## config.mk

```make
export PLATFORM = sky130hd
export DESIGN_NAME = search_driver_flat
export DESIGN_NICKNAME = d
export VERILOG_FILES = /design/src/rtl/search_pkg.sv /design/src/rtl/search_driver_if.sv /design/src/rtl/search_cmd_fifo.sv /design/src/rtl/search_driver.sv /design/src/flat_wrapper.sv
export SDC_FILE = /design/constraint.sdc
export NUM_CORES = 1
export LEC_CHECK = 0
export CAP_MARGIN = 20
export CORE_AREA = 3 3 159 161
export DETAILED_ROUTE_END_ITERATION = 16
export DIE_AREA = 0 0 162 164
export PLACE_DENSITY = 0.71
export REMOVE_ABC_BUFFERS = 1
export SETUP_SLACK_MARGIN = 0.4
export SYNTH_ARGS = -nofsm -noshare
export SYNTH_HDL_FRONTEND = slang
export SYNTH_SLANG_ARGS = --single-unit
```

## constraint.sdc

```tcl
create_clock -name clk_i -period 3.1 [get_ports clk_i]
set_input_delay 0.465 -clock clk_i [delete_from_list [all_inputs] [get_ports clk_i]]
set_output_delay 0.465 -clock clk_i [all_outputs]
set_load 0.02 [all_outputs]
```

## src/rtl/search_pkg.sv

```systemverilog
// search_pkg: shared state and result types for the search request master
package search_pkg;
  localparam int RULE_W = 24;
  localparam int TAB_W  = 4;
  localparam int ADDR_W = 8;
  localparam int DATA_W = 32;
  typedef enum logic [2:0] {IDLE, WAIT_RDY, ISSUE, WAIT_HIT, RESULT} state_t;
  typedef struct packed {
    logic              hit;
    logic              tmo;
    logic [RULE_W-1:0] key;
    logic [TAB_W-1:0]  tab;
    logic [ADDR_W-1:0] addr;
    logic [DATA_W-1:0] data;
  } result_t;
endpackage

```

## src/rtl/search_driver_if.sv

```systemverilog
// search_driver_if: command, search RAM and result handshakes of the search request master
interface search_driver_if #(
  parameter int NUM_TABLE = 4,
  parameter int RULE_W    = 24,
  parameter int ADDR_W    = 8,
  parameter int DATA_W    = 32
);
  logic                 cmd_vd_i, cmd_rdy_o;
  logic [RULE_W-1:0]    cmd_key_i;
  logic                 search_o;
  logic [RULE_W-1:0]    key_o;
  logic [NUM_TABLE-1:0] ready_i, busy_i;
  logic                 hit_vd_i, hit_i;
  logic [3:0]           hit_tab_i;
  logic [ADDR_W-1:0]    hit_addr_i;
  logic [DATA_W-1:0]    hit_data_i;
  logic                 res_vd_o, res_rdy_i, res_hit_o, res_tmo_o;
  logic [RULE_W-1:0]    res_key_o;
  logic [3:0]           res_tab_o;
  logic [ADDR_W-1:0]    res_addr_o;
  logic [DATA_W-1:0]    res_data_o;
  modport master (
    input  cmd_vd_i, cmd_key_i, ready_i, busy_i, hit_vd_i, hit_i, hit_tab_i, hit_addr_i, hit_data_i, res_rdy_i,
    output cmd_rdy_o, search_o, key_o, res_vd_o, res_hit_o, res_tmo_o, res_key_o, res_tab_o, res_addr_o, res_data_o
  );
  modport slave (
    output cmd_vd_i, cmd_key_i, ready_i, busy_i, hit_vd_i, hit_i, hit_tab_i, hit_addr_i, hit_data_i, res_rdy_i,
    input  cmd_rdy_o, search_o, key_o, res_vd_o, res_hit_o, res_tmo_o, res_key_o, res_tab_o, res_addr_o, res_data_o
  );
endinterface

```

## src/rtl/search_cmd_fifo.sv

```systemverilog
// search_cmd_fifo: registered synchronous FIFO without fall-through
module search_cmd_fifo #(
  parameter int WIDTH = 24,
  parameter int DEPTH = 4
) (
  input  logic             clk_i,
  input  logic             rst_i,
  input  logic             push,
  input  logic             pop,
  input  logic [WIDTH-1:0] wdata,
  output logic [WIDTH-1:0] rdata,
  output logic             full,
  output logic             empty
);
  localparam int AW = $clog2(DEPTH);
  localparam int CW = AW + 1;
  logic [WIDTH-1:0] mem [DEPTH];
  logic [AW-1:0] wr_ptr, rd_ptr;
  logic [CW-1:0] cnt;
  logic do_push, do_pop;
  assign do_push = push && !full;
  assign do_pop = pop && !empty;
  assign full = cnt == CW'(DEPTH);
  assign empty = cnt == '0;
  assign rdata = mem[rd_ptr];
  always_ff @(posedge clk_i) begin
    if (rst_i) begin
      wr_ptr <= '0;
      rd_ptr <= '0;
      cnt <= '0;
    end else begin
      wr_ptr <= wr_ptr + AW'(do_push);
      rd_ptr <= rd_ptr + AW'(do_pop);
      cnt <= cnt + CW'(do_push) - CW'(do_pop);
    end
  end
  always_ff @(posedge clk_i) if (do_push) mem[wr_ptr] <= wdata;
endmodule

```

## src/rtl/search_driver.sv

```systemverilog
// search_driver: one-outstanding-search request master for the search RAM with result port and statistics
module search_driver
  import search_pkg::*;
#(
  parameter int C_NUM_TABLE      = 4,
  parameter int C_RULE_WIDTH     = RULE_W,
  parameter int C_MEM_DATA_WIDTH = RULE_W + DATA_W,
  parameter int C_MEM_ADDR_WIDTH = ADDR_W,
  parameter int C_FIFO_DEPTH     = 4,
  parameter int C_TIMEOUT        = 64,
  parameter int C_CNT_WIDTH      = 16
) (
  input  logic                   clk_i,
  input  logic                   rst_i,
  search_driver_if.master        bus,
  output logic [C_CNT_WIDTH-1:0] cnt_hit_o,
  output logic [C_CNT_WIDTH-1:0] cnt_miss_o,
  output logic [C_CNT_WIDTH-1:0] cnt_tmo_o,
  output logic                   err_spur_o,
  output logic                   idle_o
);
  localparam int TW = $clog2(C_TIMEOUT);
  localparam logic [TW-1:0] TMO_LAST = TW'(C_TIMEOUT - 1);
  localparam logic [C_CNT_WIDTH-1:0] ONE = C_CNT_WIDTH'(1);
  state_t state, state_n;
  logic [TW-1:0] timer;
  logic [C_NUM_TABLE-1:0] ready, busy;
  logic [C_MEM_ADDR_WIDTH-1:0] hit_addr;
  logic [C_MEM_DATA_WIDTH-C_RULE_WIDTH-1:0] hit_data;
  logic [C_RULE_WIDTH-1:0] head, key_q;
  logic full, empty, pop, done, search_q, res_vd_q;
  result_t res;
  assign ready = bus.ready_i;
  assign busy = bus.busy_i;
  assign hit_addr = bus.hit_addr_i;
  assign hit_data = bus.hit_data_i;
  search_cmd_fifo #(.WIDTH(C_RULE_WIDTH), .DEPTH(C_FIFO_DEPTH)) u_fifo (
    .clk_i(clk_i),
    .rst_i(rst_i),
    .push(bus.cmd_vd_i),
    .pop(pop),
    .wdata(bus.cmd_key_i),
    .rdata(head),
    .full(full),
    .empty(empty)
  );
  always_comb begin
    state_n = state;
    unique case (state)
      IDLE:     state_n = empty ? IDLE : WAIT_RDY;
      WAIT_RDY: state_n = &ready && !(|busy) ? ISSUE : WAIT_RDY;
      ISSUE:    state_n = WAIT_HIT;
      WAIT_HIT: state_n = bus.hit_vd_i || timer == TMO_LAST ? RESULT : WAIT_HIT;
      RESULT:   state_n = bus.res_rdy_i ? IDLE : RESULT;
      default:  state_n = IDLE;
    endcase
  end
  assign pop = state == IDLE && !empty;
  assign done = state == WAIT_HIT && state_n == RESULT;
  always_ff @(posedge clk_i) begin
    if (rst_i) begin
      state <= IDLE;
      search_q <= 1'b0;
      res_vd_q <= 1'b0;
      timer <= '0;
      key_q <= '0;
      res <= '0;
      cnt_hit_o <= '0;
      cnt_miss_o <= '0;
      cnt_tmo_o <= '0;
      err_spur_o <= 1'b0;
    end else begin
      state <= state_n;
      search_q <= state_n == ISSUE;
      res_vd_q <= state_n == RESULT;
      timer <= state == ISSUE ? '0 : timer + TW'(1);
      if (pop) key_q <= head;
      if (done) res <= bus.hit_vd_i
        ? result_t'{hit: bus.hit_i, tmo: 1'b0, key: key_q, tab: bus.hit_tab_i, addr: hit_addr, data: hit_data}
        : result_t'{hit: 1'b0, tmo: 1'b1, key: key_q, tab: '0, addr: '0, data: '0};
      if (done && bus.hit_vd_i && bus.hit_i && !(&cnt_hit_o)) cnt_hit_o <= cnt_hit_o + ONE;
      if (done && bus.hit_vd_i && !bus.hit_i && !(&cnt_miss_o)) cnt_miss_o <= cnt_miss_o + ONE;
      if (done && !bus.hit_vd_i && !(&cnt_tmo_o)) cnt_tmo_o <= cnt_tmo_o + ONE;
      err_spur_o <= err_spur_o | (bus.hit_vd_i && state != WAIT_HIT);
    end
  end
  assign bus.cmd_rdy_o = !full;
  assign bus.search_o = search_q;
  assign bus.key_o = key_q;
  assign bus.res_vd_o = res_vd_q;
  assign bus.res_hit_o = res.hit;
  assign bus.res_tmo_o = res.tmo;
  assign bus.res_key_o = res.key;
  assign bus.res_tab_o = res.tab;
  assign bus.res_addr_o = res.addr;
  assign bus.res_data_o = res.data;
  assign idle_o = state == IDLE && empty;
endmodule

```

## src/flat_wrapper.sv

```systemverilog
// flat-port wrapper written by rule: the top's interface ports become plain ports
module search_driver_flat import search_pkg::*;
#(
  parameter int C_NUM_TABLE      = 4,
  parameter int C_RULE_WIDTH     = RULE_W,
  parameter int C_MEM_DATA_WIDTH = RULE_W + DATA_W,
  parameter int C_MEM_ADDR_WIDTH = ADDR_W,
  parameter int C_FIFO_DEPTH     = 4,
  parameter int C_TIMEOUT        = 64,
  parameter int C_CNT_WIDTH      = 16
)
  (clk_i, rst_i, cnt_hit_o, cnt_miss_o, cnt_tmo_o, err_spur_o, idle_o, bus_cmd_vd_i, bus_cmd_key_i, bus_ready_i, bus_busy_i, bus_hit_vd_i, bus_hit_i, bus_hit_tab_i, bus_hit_addr_i, bus_hit_data_i, bus_res_rdy_i, bus_cmd_rdy_o, bus_search_o, bus_key_o, bus_res_vd_o, bus_res_hit_o, bus_res_tmo_o, bus_res_key_o, bus_res_tab_o, bus_res_addr_o, bus_res_data_o);
  search_driver_if #(.NUM_TABLE(4), .RULE_W(24), .ADDR_W(8), .DATA_W(32)) bus_i ();
  input  logic clk_i;
  input  logic rst_i;
  output logic [C_CNT_WIDTH-1:0] cnt_hit_o;
  output logic [C_CNT_WIDTH-1:0] cnt_miss_o;
  output logic [C_CNT_WIDTH-1:0] cnt_tmo_o;
  output logic err_spur_o;
  output logic idle_o;
  input wire logic [$bits(bus_i.cmd_vd_i)-1:0] bus_cmd_vd_i;
  input wire logic [$bits(bus_i.cmd_key_i)-1:0] bus_cmd_key_i;
  input wire logic [$bits(bus_i.ready_i)-1:0] bus_ready_i;
  input wire logic [$bits(bus_i.busy_i)-1:0] bus_busy_i;
  input wire logic [$bits(bus_i.hit_vd_i)-1:0] bus_hit_vd_i;
  input wire logic [$bits(bus_i.hit_i)-1:0] bus_hit_i;
  input wire logic [$bits(bus_i.hit_tab_i)-1:0] bus_hit_tab_i;
  input wire logic [$bits(bus_i.hit_addr_i)-1:0] bus_hit_addr_i;
  input wire logic [$bits(bus_i.hit_data_i)-1:0] bus_hit_data_i;
  input wire logic [$bits(bus_i.res_rdy_i)-1:0] bus_res_rdy_i;
  output wire logic [$bits(bus_i.cmd_rdy_o)-1:0] bus_cmd_rdy_o;
  output wire logic [$bits(bus_i.search_o)-1:0] bus_search_o;
  output wire logic [$bits(bus_i.key_o)-1:0] bus_key_o;
  output wire logic [$bits(bus_i.res_vd_o)-1:0] bus_res_vd_o;
  output wire logic [$bits(bus_i.res_hit_o)-1:0] bus_res_hit_o;
  output wire logic [$bits(bus_i.res_tmo_o)-1:0] bus_res_tmo_o;
  output wire logic [$bits(bus_i.res_key_o)-1:0] bus_res_key_o;
  output wire logic [$bits(bus_i.res_tab_o)-1:0] bus_res_tab_o;
  output wire logic [$bits(bus_i.res_addr_o)-1:0] bus_res_addr_o;
  output wire logic [$bits(bus_i.res_data_o)-1:0] bus_res_data_o;
  assign bus_i.cmd_vd_i = bus_cmd_vd_i;
  assign bus_i.cmd_key_i = bus_cmd_key_i;
  assign bus_i.ready_i = bus_ready_i;
  assign bus_i.busy_i = bus_busy_i;
  assign bus_i.hit_vd_i = bus_hit_vd_i;
  assign bus_i.hit_i = bus_hit_i;
  assign bus_i.hit_tab_i = bus_hit_tab_i;
  assign bus_i.hit_addr_i = bus_hit_addr_i;
  assign bus_i.hit_data_i = bus_hit_data_i;
  assign bus_i.res_rdy_i = bus_res_rdy_i;
  assign bus_cmd_rdy_o = bus_i.cmd_rdy_o;
  assign bus_search_o = bus_i.search_o;
  assign bus_key_o = bus_i.key_o;
  assign bus_res_vd_o = bus_i.res_vd_o;
  assign bus_res_hit_o = bus_i.res_hit_o;
  assign bus_res_tmo_o = bus_i.res_tmo_o;
  assign bus_res_key_o = bus_i.res_key_o;
  assign bus_res_tab_o = bus_i.res_tab_o;
  assign bus_res_addr_o = bus_i.res_addr_o;
  assign bus_res_data_o = bus_i.res_data_o;
  search_driver #(.C_NUM_TABLE(C_NUM_TABLE), .C_RULE_WIDTH(C_RULE_WIDTH), .C_MEM_DATA_WIDTH(C_MEM_DATA_WIDTH), .C_MEM_ADDR_WIDTH(C_MEM_ADDR_WIDTH), .C_FIFO_DEPTH(C_FIFO_DEPTH), .C_TIMEOUT(C_TIMEOUT), .C_CNT_WIDTH(C_CNT_WIDTH)) u_core (.clk_i(clk_i), .rst_i(rst_i), .bus(bus_i), .cnt_hit_o(cnt_hit_o), .cnt_miss_o(cnt_miss_o), .cnt_tmo_o(cnt_tmo_o), .err_spur_o(err_spur_o), .idle_o(idle_o));
endmodule
```

-- Word level (Yosys, flattened, before mapping)
Memories as Yosys holds them, arrays and structs flattened. A register that Yosys moved wholly into a read port is not among the register bits.
Index checks and enable logic that the tools add are counted.
- multiplexer cells: 8
- $add $sub $neg: 8
- reduce and logical (&&, ||, !) cells: 31
- bitwise gates (word level): 1
- equality and inequality tests: 9
- operators by type and width (cell ; number):
    $mux W70 ; 1
    $add A16 B1 Y16 const B ; 3
    $reduce_and A16 Y1 ; 3
    $pmux W3 S5 ; 1
    $logic_and A1 B1 Y1 ; 14
    $eq A3 B2 Y1 const B ; 3
    $eq A3 B3 Y1 const B ; 3
    $logic_not A1 Y1 ; 8
    $add A6 B1 Y6 const B ; 1
    $eq A6 B6 Y1 const B ; 1
    $logic_not A3 Y1 ; 2
    $mux W3 ; 2
    $add A2 B1 Y2 ; 2
    $reduce_and A4 Y1 ; 1
    $reduce_or A4 Y1 ; 1
    $add A3 B1 Y3 ; 1
    $eq A3 B1 Y1 const B ; 1
    $mux W1 ; 3
    $ne A3 B2 Y1 const B ; 1
    $sub A3 B1 Y3 ; 1
    $mux W2 ; 1
    $reduce_or A2 Y1 ; 1
    $logic_or A1 B1 Y1 ; 1
    $or A1 B1 Y1 ; 1
- word-level logic and storage cells: 75
- flip-flop bits (word level): 137
- memory bits (writable): 96
- memories: 1
- bits of input ports: 82
- memories (memory ; depth ; bits a word ; rd ports ; clocked after Yosys merged registers in ; write ports ; RTL line ; text):
    u_core.u_fifo.mem ; 4 ; 24 ; 1 ; 1 ; 1 ; search_cmd_fifo.sv:17 ; logic [WIDTH-1:0] mem [DEPTH];

-- Longest topological paths before layout
Gate-level depths: netlist of the first run.
- depth in word-level cells: 10
- mapped depth: 13
- mapped depth without buffers: 11

-- Hierarchy
Synthesis of the first run repeated with hierarchy kept, for this count alone.
- cell total of the unflattened synthesis: 938
- area total of the unflattened synthesis: 10343.7 um^2
- by module, submodules not included (module ; times used ; area an instance (um^2) ; sequential area each (um^2) ; cells an instance):
    search_driver ; 1 ; 6490.0 ; 3083.0 ; 777
    search_cmd_fifo ; 1 ; 3853.7 ; 3022.9 ; 161

-- Worst setup path after synthesis of the first run
OpenSTA, ideal clock, no wires.
- path type: reg-to-reg
- start point: register u_core.u_fifo.cnt[1]
- end point: memory u_core.u_fifo.mem[1][0] (enable)
- setup slack: 40 ps
- buffers on the path: 0
- arrival time: 2620 ps
- clock period less this slack: 3060 ps
- stages on the path, launching flop included: 5
- library setup time: 440 ps
- data required time: 2660 ps
- path through: dfxtp_1 > nor2_1 > nand2_1 > nand2_1 > nor3b_1
- cells in the longest elaborated chain, start to end: 5
- ends and longest elaborated chain (item ; RTL line ; text):
    from (decl) ; search_cmd_fifo.sv:19 ; logic [CW-1:0] cnt;
    from (signal assigned) ; search_cmd_fifo.sv:34 ; cnt <= cnt + CW'(do_push) - CW'(do_pop);
    $eq A3 B3 Y1 ; search_cmd_fifo.sv:23 ; assign full = cnt == CW'(DEPTH);
    $logic_not A1 Y1 ; n/a ;
    via bus_cmd_rdy_o ; flat_wrapper.sv:31 ; output wire logic [$bits(bus_i.cmd_rdy_o)-1:0] bus_cmd_rdy_o;
    $logic_and A1 B1 Y1 ; search_cmd_fifo.sv:21 ; assign do_push = push && !full;
    $mux W1 ; search_cmd_fifo.sv:37 ; always_ff @(posedge clk_i) if (do_push) mem[wr_ptr] <= wdata;
    $mux W1 (not written as such) ; search_cmd_fifo.sv:37 ;
    to (decl) ; search_cmd_fifo.sv:17 ;
The timed path passes the listed nets, and every way through them passes these cells.

-- Worst setup path in the final report of the first run
- start point: register u_core.u_fifo.cnt[1]
- end point: output idle_o
- cells in the longest elaborated chain, start to end: 2
- ends and longest elaborated chain (item ; RTL line ; text):
    $logic_not A3 Y1 ; search_cmd_fifo.sv:24 ; assign empty = cnt == '0;
    $logic_and A1 B1 Y1 ; search_driver.sv:97 ; assign idle_o = state == IDLE && empty;
    to (decl) ; flat_wrapper.sv:20 ; output logic idle_o;
Every way passes these cells.

==> results of run 1 <==
==> cell families (layout without fill, tap and decap cells) <==
logic type                 after synthesis  after routing  share of synthesized area
and+or+nand+nor                        293            293                      0.156
AOI/OAI and AO/OA                      264            264                      0.139
DFF                                    257            257                      0.597
buffers and inverters                   85            316                     0.0338
muxes                                   27             27                     0.0561
adders and majority gates                9              9                     0.0117
xor gates and xnor gates                 8              8                    0.00685
other                                    0              1                          0
==> final timing paths <==
check | end | slack, ns | cells past startpoint
max | idle_o | 0.57 | 3
min | u_core.cnt_hit_o[12]$_SDFFE_PP0P_ | 0.41 | 2
max reg2reg | u_core.u_fifo.cnt[2]$_SDFF_PP0_ | 0.80 | 11
min reg2reg | u_core.timer[0]$_SDFF_PP0_ | 0.44 | 1
==> report_power, final <==
group | internal [mW] | leakage, nW | switching [mW]
registers | 3.80 | 2.18 | 0.212
logic | 0.788 | 1.77 | 0.859
clock network | 1.76 | 0.412 | 1.31
==> cells in the final DEF (no fill, tap or decap), types with 3 or more instances in the layout <==
master	netlist	routed
nand4_1	15	15
nor3_1	11	10
o21ai_0	86	86
buf_4	1	22
clkbuf_8	0	3
or3_1	16	16
nor2_1	21	20
clkbuf_1	56	6
ha_1	8	8
dfxtp_1	161	160
nor2b_1	7	7
or4_1	29	29
o31ai_1	27	27
mux2_2	3	3
nand2_1	68	68
nor4_1	9	8
edfxtp_1	96	96
inv_1	14	14
nand3_1	87	87
clkdlybuf4s50_1	0	226
clkinv_1	1	8
and3_1	10	10
clkbuf_16	0	27
clkinv_2	0	3
mux4_2	24	24
xnor2_1	6	6
and4_1	5	5
or3b_2	4	4
a21oi_1	140	140
==> routing by layer <==
metal | vias to the layer above | routed length (um)
met4 | 0 | 572
met3 | 34 | 1380
met1 | 4054 | 11100
met5 | - | 0
li1 | 3974 | -
met2 | 226 | 13500
==> flip-flops by register name, indices dropped and copies added (netlist names), 2 cells and up <==
signal,cells
u_core.u_fifo.mem,96
u_core.cnt_miss_o,16
u_core.cnt_hit_o,16
u_core.bus.res_data_o,32
u_core.bus.res_key_o,24
u_core.u_fifo.wr_ptr,2
u_core.u_fifo.rd_ptr,2
u_core.bus.res_tab_o,4
u_core.u_fifo.cnt,3
u_core.bus.key_o,24
u_core.bus.res_addr_o,8
u_core.cnt_tmo_o,16
u_core.state,3
u_core.timer,6
==> critical path, cell delays in order (launching register included) <==
cell	delay, ns
dfxtp_1	0.35
or3_1	0.40
nor2b_1	0.14
clkdlybuf4s50_1	0.65
==> area by class of cell <==
cell class	count	area (um^2)	area share
Antenna cell	1	2.50	0.000182
Clock buffer	36	739	0.0539
Clock inverter	14	108	0.00785
Inverter	15	56.3	0.00411
Multi-Input combinational cell	601	3820	0.279
Sequential cell	257	6110	0.445
Tap cell	324	405	0.0296
Timing Repair Buffer	251	2470	0.180
==> impl.org, run 1 <==
** Outcome
- The run finished with clean final reports.

** Placement
- The number of placed instances, taps included, is 1448.
- Post-Place Cell Area :: ~13000 um^2
- Port bufs :: around 230
- Detailed placement finished with a half-perimeter wire length of about 17000 um.
- Pre-CTS worst setup slack :: 0.587 ns
- The congestion estimate from routability-driven global placement came to around 0.8.

** Min path
- In this run the most critical hold path is launched from rst_i.
- Tightest Hold Check Type :: in -> reg

** GRT
- Maximum number of pins on one net before global-route repair :: 71
- For this run, global-route usage on met2 was measured as 0.333.
- For this run, global-route usage on met1 was measured as 0.254.
- For this run, global-route usage on met3 was measured as 0.0318.
- The via count of the first global-routing pass was 7866.
- Aggregate global-route resource usage :: 0.193
- Overflow left after global routing :: 0
- Most used routing layer in global routing :: met2
- The first global-routing pass estimated ~42000 um of wire.
- The initial antenna violation count is 0.

** Routing
- Summing over every cut layer, the via total after detailed routing is 8288.
- The count of nets left with antenna violations once routing finished came out at 0.
- Dividing the detail-routed wire length by the instance count gives between 15 and 20 um.
- In the routed design, unresolved DRC markers number 0.
- First-pass iteration count of the detailed router :: 5
- DRC marker count from the first detailed-route iteration :: between 600 and 700
- After detailed routing, the number of vias per cell comes to roughly 5.5.
- Post-detailed-routing wire length :: about 27000 um

** Timing
- Fraction of the cycle the final worst path needs :: 0.816
- Final number of hold-violating endpoints :: 0
- At the pin with the least slew margin, the transition time is about 0.83 ns.
- For the final routed database, the setup TNS stands at 0 ns.
- Across all setup checks in the final design, the least slack found is between 0.5 and 0.6 ns.
- The count of pins over their slew limit came to 0.
- Final Hold Slack :: around 0.41 ns
- Headroom to the max-slew limit came out at 0.445.
- Achievable clock frequency :: between 300 and 400 MHz
- Unrepaired setup endpoints after global routing :: no
- Across the routed clock network, the largest skew measured is ~0.022 ns.
- Setup violations remaining at the end of the flow were counted as 0.
- Time the worst path needs with I/O delays and setup :: roughly 2.5 ns

** Power
- Worst vdd rail ir drop :: ~0.55 mV
- Power density over the cells :: 636 nW/um^2
- Power consumption :: 8.73 mW
- Cell leakage power :: around 4.4 nW

** Synth
- Share of synthesized registers carrying an async set or reset :: 0
- In the post-synthesis netlist, the biggest area contributors are dfxtp_1 32%, edfxtp_1 28%, a21oi_1 6.9%, mux4_2 5.3%, nand3_1 4.3%.
- Summing every instance area after synthesis gives approximately 10000 um^2.
- Primary flip-flop cell chosen by synthesis mapping :: dfxtp_1
- Synthesis produced around 940 cells.
- Average instance area after synthesis :: around 11 um^2
- Top post-synthesis cells by count :: 161 x dfxtp_1, 140 x a21oi_1, 96 x edfxtp_1
- Of the post-synthesis cell area, the dominant cell type holds 0.315.
- The largest total area in the synthesized netlist belongs to dfxtp_1.
- Leading cell type by number of instances after synthesis :: dfxtp_1
- Unique cell type count in the Yosys netlist :: 47
- Seq/Total Area, Yosys :: 0.597
- Synth Warn # :: 0
- Counting flops and latches in the post-synthesis netlist gives ~260.
- EDFF count, synth :: 96

** Die
- The floorplan step defined a core boundary enclosing 24100 um^2.
- For this configuration, the core starts out at a cell density of 0.424.
- The floorplan has between 50 and 60 rows.
- Measured along the x axis, the die boundary spans roughly 160 um.
- The die covers between 20000 and 30000 um^2.
- around 230 I/O pins were placed.
- Floorplan die height :: approximately 160 um

** Clock tree
- Post-CTS repair changed the size of 0 cells.
- Clock transition at the registers of the reported paths :: 0.06 ns
- CTS saw approximately 260 sinks.
- CTS built an H-tree with a depth of 1.
- Root Buffer :: clkbuf_16
- Clock network latency to the later pin of the worst-skew pair :: around 0.54 ns
- Once the clock tree was built, the setup fixing pass inserted 0 buffers.
- Maximum buffer depth of the clock tree :: 3
- CTS tree :: done
- Buffers inserted to repair hold after CTS numbered 0.
- In this run, CTS created clock tree buffers numbering 27.

** Finish
- Layout filler cell count :: about 2100
- Relative to the synthesized area, the layout overhead comes to 34.1%.
- Area of all placed cells without fillers :: about 14000 um^2
- Util after Layout :: 0.569
- For this run, the post-layout net count is 1244.
- Share of cells above drive strength 1 :: 0.0903
- Number of standard cells in the final layout excluding fillers :: 1499

** Run
- Number of max-cap violations :: 0

** Worst setup path
- Data arrives at the worst endpoint at 2.06 ns.
- Of all nets on the critical path, the largest fanout is 4.
- For the worst setup path, the data required time is ~2.6 ns.
- STA classifies the critical path startpoint as a flip-flop.
- Launching element of the worst setup path :: u_core.u_fifo.cnt[1]$_SDFF_PP0_
- The worst register-to-register path begins at u_core.u_fifo.cnt[1]$_SDFF_PP0_.
- The worst setup path is of the reg -> out kind.
- STA classifies the critical path endpoint as a primary output.
No activity file was read; power rests on OpenSTA's default activity.
==> inputs of run 2 (changes only) <==
--- a/config.mk
+++ b/config.mk
@@ -9,7 +9,7 @@
 export CORE_AREA = 3 3 159 161
 export DETAILED_ROUTE_END_ITERATION = 16
 export DIE_AREA = 0 0 162 164
-export PLACE_DENSITY = 0.71
+export PLACE_DENSITY = 0.74
 export REMOVE_ABC_BUFFERS = 1
 export SETUP_SLACK_MARGIN = 0.4
 export SYNTH_ARGS = -nofsm -noshare
==> constraint.sdc (replaced) <==
create_clock -name clk_i -period 2.15 [get_ports clk_i]
set_input_delay 0.3225 -clock clk_i [delete_from_list [all_inputs] [get_ports clk_i]]
set_output_delay 0.3225 -clock clk_i [all_outputs]
set_load 0.02 [all_outputs]
==> run 2 against run 1 <==
Compared with the run above:
- sequential share of layout area fell by 4.2 points
- first-iteration DRC count grew 33%
- clock-buffer cell count fell by 2
- sequential cell count stayed put
- critical endpoint unchanged
- largest cell class unchanged
==> impl.org, run 2 (synthesis gave the netlist of run 1 again) <==
** Clock tree
- The clock tree from TritonCTS is done (unchanged).
- The cell at the root of the clock tree was clkbuf_16 (unchanged).
- The clock-pin slew on the worst setup and hold paths is 0.06 ns (about the same).
- The number of levels in the clock H-tree was 1 (unchanged).
- The CTS buffer count came to 28 (was 27).
- The count of hold buffers inserted by post-cts repair came to 0 (unchanged).
- The buffer levels on the longest clock path came to 3 (unchanged).
- Number of clock sinks :: 257 (unchanged)
- Clock network latency to the later pin of the worst-skew pair :: 0.54 ns (about the same)

** Timing
- Unrepaired setup endpoints after global routing :: yes (was no)
- The number of failing setup endpoints in the final timing report was 0 (unchanged).
- The worst clock skew was 0.0220 ns (was 0.0219 ns).
- Final-report max-slew violation count :: 0 (unchanged)
- Fraction of the cycle the final worst path needs :: 0.962
- Max-slew headroom :: 0.650 (was 0.445)
- Timing would allow up to about 480 MHz.
- Final WS setup :: 0.0816 ns (was 0.572 ns)
- Time the worst path needs with I/O delays and setup :: a little over 2 ns
- The transition at the pin with the smallest max-transition slack was 0.526 ns (was 0.833 ns).
- Total Neg Setup Slack :: 0 ns (unchanged)
- The total count of hold-check failures in the final report is 0 (unchanged).

** Placement
- Pre-CTS worst setup slack :: -0.0854 ns (was 0.587 ns)
- Port bufs :: 228 (unchanged)
- The final estimated routing congestion in global placement came to 0.818 (was 0.806).
- Sum of net half-perimeters after detailed placement :: 18000 um (was 17200 um)

** Worst setup path
- Ordered cell list for the critical path: or3_4, buf_4, buf_6, nor2b_4, buf_6 (was or3_1, nor2b_1, clkdlybuf4s50_1).
- The class of the most critical setup path is reg -> out (unchanged).
- The endpoint kind of the worst setup timing path is a primary output (unchanged).
- The number of cells on the worst reg-to-reg path was 11 (unchanged).
- The slowest cell on the critical path was or3_4 (was clkdlybuf4s50_1).
- The largest fanout on the critical path is 2 (was 4).
- The sort of element at the start of the critical path was a flip-flop (unchanged).
- Crit path required time :: 1.83 ns (was 2.63 ns)
- Max stage delay on crit path :: 0.40 ns (was 0.65 ns)
- Most used cell, CP :: buf_6
- CP arrival :: 1.75 ns (was 2.06 ns)

** Finish
- The layout net count was 1326 (was 1244).
- The most flop-heavy register is u_core.u_fifo.mem (unchanged).
- Area growth from synthesis to final layout :: 48.8% (was 34.1%)
- Number of flip-flops in the largest register :: 96 (unchanged)
- Layout filler cell count :: 1932 (was 2098)
- Share of cells above drive strength 1 :: 0.248 (was 0.0903)
- Commonest non-fill, non-tap cells in the layout :: 145 x dlygate4sd2_1, 145 x dfxtp_1, 112 x a21oi_1 (was 226 x clkdlybuf4s50_1, 160 x dfxtp_1, 140 x a21oi_1)

** GRT
- Overflow left after global routing :: 0 (unchanged)
- The global-route wire length before repair was 43600 um (was 42000 um).
- Maximum number of pins on one net before global-route repair :: 60 (was 71)
- The initial antenna violation count is 1 (was 0).
- The global-route total usage across every layer came to 0.201 (was 0.193).
- The via count of the first global-routing pass came to 8401 (was 7866).

** Routing
- The number of DRC violations after detailed routing is 0 (unchanged).
- The average detailed-routed wire length per instance came to 19.8 um (was 17.7 um).
- Post-detailed-routing wire length :: 31300 um (was 26500 um)
- The total via count after detailed routing came to 8927 (was 8288).
- The number of routed nets with antenna violations was 0 (unchanged).
- The via count normalized by instance count is 5.64 (was 5.53).
- First-pass iteration count of the detailed router :: 6 (was 5)
- DRC marker count from the first detailed-route iteration :: 859 (was 647)

** Die
- The die width was 162 um (unchanged).
- Core area :: 24100 um^2 (unchanged)
- The number of top-level design ports is 229 (unchanged).
- Floorplan die height :: 164 um (unchanged)
- The site row count is 57 (unchanged).
- Initial cell density of the core :: 0.424 (unchanged)
- The die area is 26600 um^2 (unchanged).

** Min path
- The classification of the worst-slack hold path is in -> reg (unchanged).
- The depth of the worst hold-timing path is 2 (unchanged).

** Outcome
- Outcome: complete, no violations (unchanged).

** Power
- Power density over the cells :: 933 nW/um^2 (was 636 nW/um^2)
- The reported leakage power is 5.77 nW (was 4.36 nW).
- The maximum vdd drop is 0.712 mV (was 0.549 mV).

** Run
- Number of max-cap violations :: 0 (unchanged)
==> run 2: cell types whose count changed in the layout (fill, tap and decap cells not counted), moves of 11 or more <==
cell / change
a21oi_1: -28
buf_4: +33
nand2_1: -29
a21oi_2: +28
clkdlybuf4s50_1: -147
or4_4: +11
dfxtp_2: +12
nand2_4: +21
buf_6: +25
buf_12: +12
dlygate4sd2_1: +145
dfxtp_1: -15
==> run 2: area by class of cell <==
class	count	area [um^2]	area share
Clock buffer	34	723	0.0475
Tap cell	324	405	0.0266
Inverter	15	58.8	0.00386
Timing Repair Buffer	329	3230	0.212
Multi-Input combinational cell	604	4450	0.292
Clock inverter	18	214	0.0141
Sequential cell	257	6130	0.403
Antenna cell	1	2.50	0.000164
==> run 2: what timing repair did <==
item / in CTS / in global routing
pin swaps: 38 / 91
resized for setup: 202 / 153
setup buffers: 17 / 24
endpoints found under the setup margin: 192 / 122
cloned: 2 / 10
==> run 2: metal layers <==
layer  up-vias  share of wire  track usage
met2       363           0.51        0.358
met4         0          0.031       0.0651
met1      4346           0.40        0.247
met5         -              0            0
met3        72          0.065       0.0366
li1       4146              -            -
==> run 2: metrics by stage <==
| stage | cells | instance area (um^2) | power, mW | utilization | hold WS [ns] |
|---|---|---|---|---|---|
| final | 1582 | 15200 | 14.2 | 0.631 | 0.154 |
| after global routing | 1582 | 15200 | 14.7 | 0.631 | 0.165 |
| after global placement | 1476 | 13200 | 8.34 | 0.548 | 0.422 |
| after detailed placement | 1476 | 13200 | 8.41 | 0.548 | 0.432 |
| after floorplan | 873 | 9940 | 7.15 | - | 0.389 |
| after CTS | 1547 | 14300 | 13.4 | 0.593 | 0.146 |
==> run 2: final timing paths <==
check | start | end | slack (ns)
worst max-delay path | u_core.u_fifo.cnt[0]$_SDFF_PP0_ | idle_o | 0.08
worst min-delay path | rst_i | u_core.cnt_miss_o[1]$_SDFFE_PP0P_ | 0.15
worst max register to register | u_core.u_fifo.cnt[0]$_SDFF_PP0_ | u_core.u_fifo.cnt[2]$_SDFF_PP0_ | 0.08
worst min register to register | u_core.timer[0]$_SDFF_PP0_ | u_core.timer[0]$_SDFF_PP0_ | 0.44
==> run 2: report_power, final <==
| part | total, mW | switching [mW] | internal, mW |
|---|---|---|---|
| clock | 4.87 | 1.98 | 2.89 |
| combinational | 3.51 | 1.78 | 1.73 |
| sequential | 5.81 | 0.336 | 5.48 |
==> run 2: worst max-delay path, delay by kind of cell (launching register included) <==
kind	cells	cell delay, ns
AND/OR/NAND/NOR	2	0.51
buffers and inverters	3	0.39
flip-flops	1	0.32
